`src/rtl/rpm_pkg.sv`:
```
// Shared types and default parameters for the RPM measurement path (gate controller and pulse counter).
package rpm_pkg;

    localparam int unsigned DEF_CNT_W         = 4;
    localparam int unsigned DEF_WINDOW_CYCLES = 50_000_000;
    localparam int unsigned DEF_RPM_SCALE     = 60;
    localparam int unsigned DEF_SCALE_W       = 8;
    localparam int unsigned DEF_RPM_W         = 12;

    typedef enum logic [2:0] {
        IDLE,
        GATE,
        SAMPLE,
        MULT,
        OUT
    } state_e;

endpackage

```
`src/rtl/rpm_gate_ctrl_if.sv`:
```
// Counter-facing and result-facing signals of the RPM gate controller.
interface rpm_gate_ctrl_if
    import rpm_pkg::*;
#(
    parameter int unsigned CNT_W = DEF_CNT_W,
    parameter int unsigned RPM_W = DEF_RPM_W
);
    logic             run;
    logic [CNT_W-1:0] count_in;
    logic             count_en;
    logic             done;
    logic [RPM_W-1:0] rpm_out;
    logic             rpm_valid;
    logic             rpm_ovf;
    logic             busy;

    modport master (
        output run, count_in,
        input  count_en, done, rpm_out, rpm_valid, rpm_ovf, busy
    );

    modport slave (
        input  run, count_in,
        output count_en, done, rpm_out, rpm_valid, rpm_ovf, busy
    );
endinterface

```
`src/rtl/shift_add_mult.sv`:
```
// Sequential LSB-first shift-add multiply of a CNT_W operand by a constant; CNT_W cycles after start.
// done_o marks the final step; product_o is the full-width result valid on that cycle.
module shift_add_mult #(
    parameter int unsigned CNT_W   = 4,
    parameter int unsigned SCALE_W = 8,
    parameter int unsigned SCALE   = 60
) (
    input  logic                     clk,
    input  logic                     rst,
    input  logic                     start_i,
    input  logic [CNT_W-1:0]         mplier_i,
    output logic                     done_o,
    output logic [CNT_W+SCALE_W-1:0] product_o
);
    localparam int unsigned PROD_W = CNT_W + SCALE_W;
    localparam int unsigned STEP_W = $clog2(CNT_W + 1);
    localparam logic [STEP_W-1:0] STEP_LAST = STEP_W'(CNT_W - 1);

    logic [CNT_W-1:0]  mplier_q;
    logic [PROD_W-1:0] mcand_q;
    logic [PROD_W-1:0] acc_q;
    logic [STEP_W-1:0] step_q;
    logic              active_q;

    // Accumulator value after the current step; on the last step this is the result.
    assign product_o = acc_q + (mplier_q[0] ? mcand_q : '0);
    assign done_o    = active_q && (step_q == STEP_LAST);

    always_ff @(posedge clk) begin
        if (rst) begin
            mplier_q <= '0;
            mcand_q  <= '0;
            acc_q    <= '0;
            step_q   <= '0;
            active_q <= 1'b0;
        end else if (start_i) begin
            mplier_q <= mplier_i;
            mcand_q  <= PROD_W'(SCALE);
            acc_q    <= '0;
            step_q   <= '0;
            active_q <= 1'b1;
        end else if (active_q) begin
            acc_q    <= product_o;
            mcand_q  <= mcand_q << 1;
            mplier_q <= mplier_q >> 1;
            step_q   <= step_q + 1'b1;
            if (done_o) begin
                active_q <= 1'b0;
            end
        end
    end

endmodule

```
`src/rtl/rpm_gate_ctrl.sv`:
```
// Gate-window sequencer driving the pulse counter, then scales the captured count to RPM.
// Result strobes WINDOW_CYCLES+CNT_W+1 cycles after gate open; no backpressure, run re-arms back-to-back.
module rpm_gate_ctrl
    import rpm_pkg::*;
#(
    parameter int unsigned CNT_W         = DEF_CNT_W,
    parameter int unsigned WINDOW_CYCLES = DEF_WINDOW_CYCLES,
    parameter int unsigned RPM_SCALE     = DEF_RPM_SCALE,
    parameter int unsigned SCALE_W       = DEF_SCALE_W,
    parameter int unsigned RPM_W         = DEF_RPM_W
) (
    input  logic            clk,
    input  logic            rst,
    rpm_gate_ctrl_if.slave  bus
);
    localparam int unsigned PROD_W = CNT_W + SCALE_W;
    localparam int unsigned WIN_W  = (WINDOW_CYCLES > 2) ? $clog2(WINDOW_CYCLES) : 1;
    localparam logic [WIN_W-1:0] WIN_LAST = WIN_W'(WINDOW_CYCLES - 1);

    if (RPM_W < PROD_W) begin : g_rpm_w_check
        $error("RPM_W must be at least CNT_W + SCALE_W");
    end
    if (WINDOW_CYCLES < 2) begin : g_window_check
        $error("WINDOW_CYCLES must be at least 2");
    end

    state_e            state_q, state_d;
    logic [WIN_W-1:0]  win_q, win_d;
    logic              ovf_cap_q;
    logic [RPM_W-1:0]  rpm_q;
    logic              rpm_ovf_q;
    logic              mul_done;
    logic [PROD_W-1:0] mul_prod;

    shift_add_mult #(
        .CNT_W   (CNT_W),
        .SCALE_W (SCALE_W),
        .SCALE   (RPM_SCALE)
    ) u_mult (
        .clk       (clk),
        .rst       (rst),
        .start_i   (state_q == SAMPLE),
        .mplier_i  (bus.count_in),
        .done_o    (mul_done),
        .product_o (mul_prod)
    );

    always_comb begin
        state_d = state_q;
        win_d   = win_q;
        case (state_q)
            IDLE: begin
                if (bus.run) begin
                    state_d = GATE;
                    win_d   = '0;
                end
            end
            GATE: begin
                // A started window always runs to completion regardless of run.
                if (win_q == WIN_LAST) begin
                    state_d = SAMPLE;
                    win_d   = '0;
                end else begin
                    win_d = win_q + 1'b1;
                end
            end
            SAMPLE:  state_d = MULT;
            MULT:    if (mul_done) state_d = OUT;
            OUT: begin
                state_d = bus.run ? GATE : IDLE;
                win_d   = '0;
            end
            default: state_d = IDLE;
        endcase
    end

    always_ff @(posedge clk) begin
        if (rst) begin
            state_q   <= IDLE;
            win_q     <= '0;
            ovf_cap_q <= 1'b0;
            rpm_q     <= '0;
            rpm_ovf_q <= 1'b0;
        end else begin
            state_q <= state_d;
            win_q   <= win_d;
            if (state_q == SAMPLE) begin
                ovf_cap_q <= &bus.count_in;
            end
            // Load on the edge entering OUT so the strobe and the new value coincide.
            if (state_q == MULT && mul_done) begin
                rpm_q     <= RPM_W'(mul_prod);
                rpm_ovf_q <= ovf_cap_q;
            end
        end
    end

    assign bus.count_en  = (state_q == GATE);
    assign bus.done      = (state_q == SAMPLE);
    assign bus.rpm_valid = (state_q == OUT);
    assign bus.busy      = (state_q != IDLE);
    assign bus.rpm_out   = rpm_q;
    assign bus.rpm_ovf   = rpm_ovf_q;

endmodule

```
`src/flat_wrapper.sv`:
```
// flat-port wrapper written by rule: the top's interface ports become plain ports
module rpm_gate_ctrl_flat import rpm_pkg::*;
#(
    parameter int unsigned CNT_W         = DEF_CNT_W,
    parameter int unsigned WINDOW_CYCLES = DEF_WINDOW_CYCLES,
    parameter int unsigned RPM_SCALE     = DEF_RPM_SCALE,
    parameter int unsigned SCALE_W       = DEF_SCALE_W,
    parameter int unsigned RPM_W         = DEF_RPM_W
)
  (clk, rst, bus_run, bus_count_in, bus_count_en, bus_done, bus_rpm_out, bus_rpm_valid, bus_rpm_ovf, bus_busy);
  rpm_gate_ctrl_if #(.CNT_W(CNT_W), .RPM_W(RPM_W)) bus_i ();
  input  logic clk;
  input  logic rst;
  input wire logic [$bits(bus_i.run)-1:0] bus_run;
  input wire logic [$bits(bus_i.count_in)-1:0] bus_count_in;
  output wire logic [$bits(bus_i.count_en)-1:0] bus_count_en;
  output wire logic [$bits(bus_i.done)-1:0] bus_done;
  output wire logic [$bits(bus_i.rpm_out)-1:0] bus_rpm_out;
  output wire logic [$bits(bus_i.rpm_valid)-1:0] bus_rpm_valid;
  output wire logic [$bits(bus_i.rpm_ovf)-1:0] bus_rpm_ovf;
  output wire logic [$bits(bus_i.busy)-1:0] bus_busy;
  assign bus_i.run = bus_run;
  assign bus_i.count_in = bus_count_in;
  assign bus_count_en = bus_i.count_en;
  assign bus_done = bus_i.done;
  assign bus_rpm_out = bus_i.rpm_out;
  assign bus_rpm_valid = bus_i.rpm_valid;
  assign bus_rpm_ovf = bus_i.rpm_ovf;
  assign bus_busy = bus_i.busy;
  rpm_gate_ctrl #(.CNT_W(CNT_W), .WINDOW_CYCLES(WINDOW_CYCLES), .RPM_SCALE(RPM_SCALE), .SCALE_W(SCALE_W), .RPM_W(RPM_W)) u_core (.clk(clk), .rst(rst), .bus(bus_i));
endmodule
```
`config.mk`:
```
export PLATFORM = sky130hd
export DESIGN_NAME = rpm_gate_ctrl_flat
export DESIGN_NICKNAME = d
export VERILOG_FILES = /design/src/rtl/rpm_pkg.sv /design/src/rtl/rpm_gate_ctrl_if.sv /design/src/rtl/shift_add_mult.sv /design/src/rtl/rpm_gate_ctrl.sv /design/src/flat_wrapper.sv
export SDC_FILE = /design/constraint.sdc
export NUM_CORES = 1
export LEC_CHECK = 0
export ABC_AREA = 1
export CORE_AREA = 3 3 109 111
export DETAILED_ROUTE_END_ITERATION = 6
export DIE_AREA = 0 0 112 114
export PLACE_DENSITY = 0.57
export RECOVER_POWER = 50
export SYNTH_ARGS = -nofsm -noshare
export SYNTH_HDL_FRONTEND = slang
export SYNTH_SLANG_ARGS = --single-unit
export TNS_END_PERCENT = 5
```
`constraint.sdc`:
```
create_clock -name clk -period 2.6 [get_ports clk]
set_input_delay 0.65 -clock clk [delete_from_list [all_inputs] [get_ports clk]]
set_output_delay 0.65 -clock clk [all_outputs]
set_load 0.005 [all_outputs]
```
; ---- Word-level counts from Yosys, hierarchy flattened
; Index checks and enable logic that the tools add are counted.
[op_classes]
shift = 0
n_bitwise = 0
add_sub_neg = 3
n_mul = 0
n_reduce_logical = 10
n_eq_ne = 9
div_mod_pow = 0
magnitude_cmp = 0
n_mux = 16
[ops]
columns = cell, n
row1 = case mux 26 bit (3 select lines), 1
row2 = 2-to-1 mux 26 bit, 2
row3 = "adder 26 x 1 -> 26 bit, second input constant", 1
row4 = "== test 26 bit, second input constant", 1
row5 = case mux 3 bit (5 select lines), 1
row6 = adder 12 bit, 1
row7 = 2-to-1 mux 12 bit, 1
row8 = 2-to-1 mux 6 bit, 2
row9 = "== test 3 x 2 -> 1 bit, second input constant", 3
row10 = 2-to-1 mux 3 bit, 3
row11 = 2-to-1 mux 4 bit, 2
row12 = nonzero test 3 bit, 2
row13 = 2-to-1 mux 1 bit, 4
row14 = "inequality test 2 x 1 -> 1 bit, second input constant", 2
row15 = AND reduction 4 bit, 1
row16 = "adder 3 x 1 -> 3 bit, second input constant", 1
row17 = "== test 3 x 1 -> 1 bit, second input constant", 1
row18 = "== test 3 bit, second input constant", 1
row19 = zero test 3 bit, 1
row20 = AND reduction 3 bit, 1
row21 = logical AND 1 bit, 2
row22 = "inequality test 2 bit, second input constant", 1
row23 = AND reduction 2 bit, 1
row24 = nonzero test 2 bit, 1
row25 = OR reduction 2 bit, 1
[totals]
inputBits = 7
reg_bits = 73
n_memories = 0
ramBits = 0
elab_cells = 49
rom_bits = 0
latchBits = 0

; ---- Longest topological paths before layout
[logic_depth]
word_depth = 5
ltp_mapped = 14

; ---- Hierarchy
; Synthesis repeated with hierarchy kept, for this count alone.
[unflattened]
cells_unflattened = 623
area_unflattened_um2 = 4131.5
[modules_own_cells]
columns = module, seq_area_each_um2, area_each_um2, instances, cells_each
row1 = rpm_gate_ctrl, 860.8, 2468.6, 1, 372
row2 = shift_add_mult, 560.5, 1662.8, 1, 251

; ---- Least setup slack after synthesis
; Ideal clock, no wire load.
[synth_path]
kind = reg2reg
startpoint = register u_core.u_mult.mplier_q[0]
endpoint = register u_core.u_mult.acc_q[10]
required_ps = 2491
path_buffers = 1
setup_slack_ps = 509
setup_ps = 109
stages_incl_launch_ff = 13
arrival_ps = 1982
cell_sequence = dfxtp_1 > clkbuf_1 > nand2_1 > inv_1 > ha_1 > inv_1 > fa_1 > o21ai_0 > nand3_1 > nand3_1 > nand3_1 > nand2_1 > inv_1
[synth_between]
elab_chain_cells = 2
[synth_lines]
columns = item, line
row1 = "start, declared", shift_add_mult.sv:19  ; logic [CNT_W-1:0] mplier_q;
row2 = "start signal, assigned", shift_add_mult.sv:37  ; mplier_q <= mplier_i;
row3 = "start signal, assigned", shift_add_mult.sv:45  ; mplier_q <= mplier_q >> 1;
row4 = 2-to-1 mux 12 bit, shift_add_mult.sv:26  ; assign product_o = acc_q + (mplier_q[0] ? mcand_q : '0);
row5 = adder 12 bit, shift_add_mult.sv:26
row6 = "end signal, assigned", shift_add_mult.sv:43  ; acc_q <= product_o;
row7 = "end, declared", shift_add_mult.sv:21  ; logic [PROD_W-1:0] acc_q;
; No other way between the ends.
; A chain may end at the register's enable or synchronous reset.

; ---- Worst setup path after layout
[layout_path]
startpoint = register u_core.state_q[0]
endpoint = output port bus_done
[layout_between]
elab_chain_cells = 1
[layout_lines]
columns = item, line
row1 = "start, declared", rpm_gate_ctrl.sv:27  ; state_e state_q, state_d;
row2 = "start signal, assigned", rpm_gate_ctrl.sv:85  ; state_q <= state_d;
row3 = == test 3 x 2 -> 1 bit, rpm_gate_ctrl.sv:99  ; assign bus.done = (state_q == SAMPLE);
row4 = "end, declared", flat_wrapper.sv:17  ; output wire logic [$bits(bus_i.done)-1:0] bus_done;
; No other way between the ends.

==> flow_summary_export.csv <==
group,metric,value,unit
power,p_switching,0.640,mW
timing,slew_viol_final,0,
synthesis,yosysMostFrequentCell,"nand2_1",
timing,finalCritPeriodShare,93.0,%
detailed_routing,dr.pass1.iters,4,
power,sw_frac_of_total,28.0,%
place,place_area,0.00417,mm2
detailed_routing,dr.max_layer_used,"met4",
global_routing,overflow,0,
global_routing,antenna_found_initial,0,
power,p_per_area,529,mW/mm2
clock_tree,root_buffer,"clkbuf_8",
synthesis,synth_cell_types,39,
synthesis,syn_area,0.00384,mm2
layout,area_delta_synth_final,12.5,%
synthesis,avgSynthCellArea,6.63,um2
clock_tree,cts.sinks,69,
detailed_routing,met2_length,4400,um
floorplan,die_w,112,um
power,combinationalPowerShare,11.5,%
clock_tree,htree_num_levels,3,
place,io_buffers,21,
floorplan,rows,38,
clock_tree,numCtsBuffers,9,
critical_path,worstSetupStartpointType,"register",
critical_path,arrival,1.77,ns
synthesis,netlist.area_leader.share,36.0,%
timing,period_minus_slack,2.42,ns
clock_tree,cts_resized,0,
worst_hold_path,holdCritPathClass,"register to register",
floorplan,pin_count,24,
critical_path,crit_required,1.95,ns
power,seq_power_share,48.9,%
layout,design_area,0.00432,mm2
synthesis,ys_warn_count,0,
synthesis,synthArstFlopShare,0,%
layout,drive_gt1_share,6.28,%
critical_path,r2r_slack,0.31,ns
place,place_hpwl,6480,um
layout,insertedDiodeCount,0,
power,clock_power_share,39.6,%
detailed_routing,ant_nets,0,
critical_path,crit_fanout,9,
worst_hold_path,worstHoldEndpoint,"u_core.bus.rpm_ovf$_SDFFE_PP0P_",
timing,final_hold_viol_count,0,
critical_path,cp-startpoint,"u_core.state_q[0]$_SDFFE_PP0P_",
clock_tree,post-cts-setup-buffers,0,
run,maxCapViolations,0,
floorplan,fp.dieH,114,um
detailed_routing,route.met3.wl,197,um
synthesis,ys.flop_type,"dfxtp_1",
worst_hold_path,min-delay-start,"u_core.ovf_cap_q$_SDFFE_PP0P_",
timing,fin_skew,0.00965,ns
global_routing,grt_pass1_vias,3474,
global_routing,gr-usage-all-layers,14.8,%
place,gp_congestion,0.877,
detailed_routing,drc_errors,0,
clock_tree,ctsHoldBuffers,0,
synthesis,syn_inst,579,
timing,fmax,0.414,GHz
clock_tree,clkTransAtPathRegs,0.08,ns
timing,worst_slew_pin_slew,0.773,ns
synthesis,synth_common_cells,"nand2_1 (143), nor2_1 (92), inv_1 (78)",
floorplan,start_util,35.3,%
synthesis,ys_ff_latch,69,
synthesis,ys_seq_area_share,36.0,%
floorplan,core-area,0.0109,mm2
layout,layout.nets,620,
clock_tree,clock_latency,0.36,ns
synthesis,synth_edf_count,0,
synthesis,yosys.area.top_type,"dfxtp_1",
critical_path,criticalPathCategory,"register to output pin",
detailed_routing,first_iter_violations,184,
detailed_routing,drt_wl_total,8880,um
power,leakagePower,1.87,nW
critical_path,r2r_start,"u_core.u_mult.mplier_q[0]$_SDFFE_PP0P_",
timing,rsz0062_at_grt,"false",
status,status,"finished, final reports clean",
global_routing,grt_max_degree,33,
clock_tree,cts_max_path_buffers,2,
power,internal-power,1.65,mW
timing,setup_violations,0,
detailed_routing,drt-wirelength-per-cell,11.9,um
timing,slew_headroom,48.3,%
detailed_routing,wl_met1,4160,um
worst_hold_path,hold_depth,2,
synthesis,synthTopCellsByArea,"dfxtp_1 (36%), nand2_1 (14%), nor2_1 (9.0%), inv_1 (7.6%), nand3_1 (5.7%)",
floorplan,dieArea,0.0128,mm2
global_routing,grt_first_pass_wirelength,15600,um
detailed_routing,vias,3540,
timing,setup_tns,0,ns
critical_path,r2r_cells,11,
power,vdd_drop_max,0.431,mV
detailed_routing,vias_per_cell,4.75,
critical_path,regToRegEndpoint,"u_core.u_mult.acc_q[10]$_SDFFE_PP0P_",
clock_tree,cts_tree,"built",
critical_path,critPathCaptureType,"output pin",
==> metrics by stage <==
step	setup slack (ns)	util (%)	total power, mW	cells	hold slack [ns]
detailed placement	0.297	38.3	1.43	729	0.456
global route	0.0328	39.7	2.40	745	0.495
CTS	0.115	40.2	2.34	745	0.467
global placement	0.384	38.3	1.42	729	0.437
finish	0.182	39.7	2.29	745	0.465
floorplan	0.509	-	1.35	580	0.424
==> worst max path at each step <==
stage	end	slack [ns]	cells after the start
2_1_floorplan	u_core.u_mult.acc_q[10]$_SDFFE_PP0P_	0.51	12
3_3_place_gp	u_core.bus.rpm_out[10]$_SDFFE_PP0P_	0.38	11
3_5_place_dp	u_core.bus.rpm_out[10]$_SDFFE_PP0P_	0.30	11
4_1_cts	bus_done	0.12	4
5_1_grt	bus_done	0.03	4
6_report	bus_done	0.18	4
==> flip-flops by register name (all words and copies together) (netlist names) <==
| register | flops |
|---|---|
| u_core.bus.rpm_ovf | 1 |
| u_core.u_mult.step_q | 3 |
| u_core.ovf_cap_q | 1 |
| u_core.u_mult.mplier_q | 4 |
| u_core.state_q | 3 |
| u_core.u_mult.active_q | 1 |
| u_core.win_q | 26 |
| u_core.bus.rpm_out | 10 |
| u_core.u_mult.acc_q | 10 |
| u_core.u_mult.mcand_q | 10 |
==> layer usage <==
metal / track usage, % / up-vias
li1: - / 1873
met1: 16.9 / 1626
met2: 27.1 / 31
met3: 3.66 / 10
met4: 4.65 / 0
met5: 0 / -
==> logic make-up (layout without fill, tap and decap cells) <==
family / Yosys count / in the layout / synth area share [%]
simple gates: 325 / 325 / 37.7
buf+inv: 99 / 124 / 10.4
flops: 69 / 69 / 36.0
compound gates: 61 / 61 / 8.87
fa+ha+maj: 13 / 13 / 4.43
xor+xnor: 11 / 11 / 2.51
other cells: 1 / 2 / 0.0977
==> cells in the final DEF, fill, tap and decap left out, types with 2 or more instances in the layout <==
cell type | Yosys | layout
dfxtp_1 | 69 | 69
nand2_2 | 4 | 3
a31oi_1 | 2 | 2
nor2_1 | 92 | 94
nand4_1 | 17 | 17
o21ai_0 | 14 | 14
buf_4 | 2 | 2
clkbuf_8 | 0 | 10
o21a_1 | 2 | 2
clkdlybuf4s50_1 | 0 | 21
clkinv_4 | 0 | 2
conb_1 | 1 | 2
a21oi_1 | 32 | 32
nor3_1 | 6 | 6
ha_1 | 12 | 12
nand2_1 | 143 | 147
nor2_4 | 4 | 2
nand3_1 | 44 | 44
xor2_1 | 5 | 5
o21bai_1 | 4 | 4
nor2_2 | 6 | 6
inv_1 | 78 | 79
o211ai_1 | 3 | 3
xnor2_1 | 6 | 6
inv_2 | 4 | 3
==> final cells by class <==
cell class,count,area [um2]
inverter,84,318
tap,140,175
multi-input combinational,412,2010
sequential,69,1380
timing repair buffer,24,230
fill,1170,6570
clock inverter,5,60.1
clock buffer,11,141
==> worst max-delay path, cell delays in order (launching register included) <==
cell and delay, ns:
dfxtp_1 0.36, nor2_1 0.19, nand2_2 0.15, inv_2 0.18, clkdlybuf4s50_1 0.53
==> power groups by stage <==
stage	Combinational, mW	Sequential [mW]	Clock [mW]
6_report	0.263	1.12	0.906
5_1_grt	0.301	1.12	0.980
4_1_cts	0.285	1.12	0.940
3_5_place_dp	0.283	1.14	0
3_3_place_gp	0.279	1.14	0
2_1_floorplan	0.223	1.13	0
(Power assumes the default switching activity.)
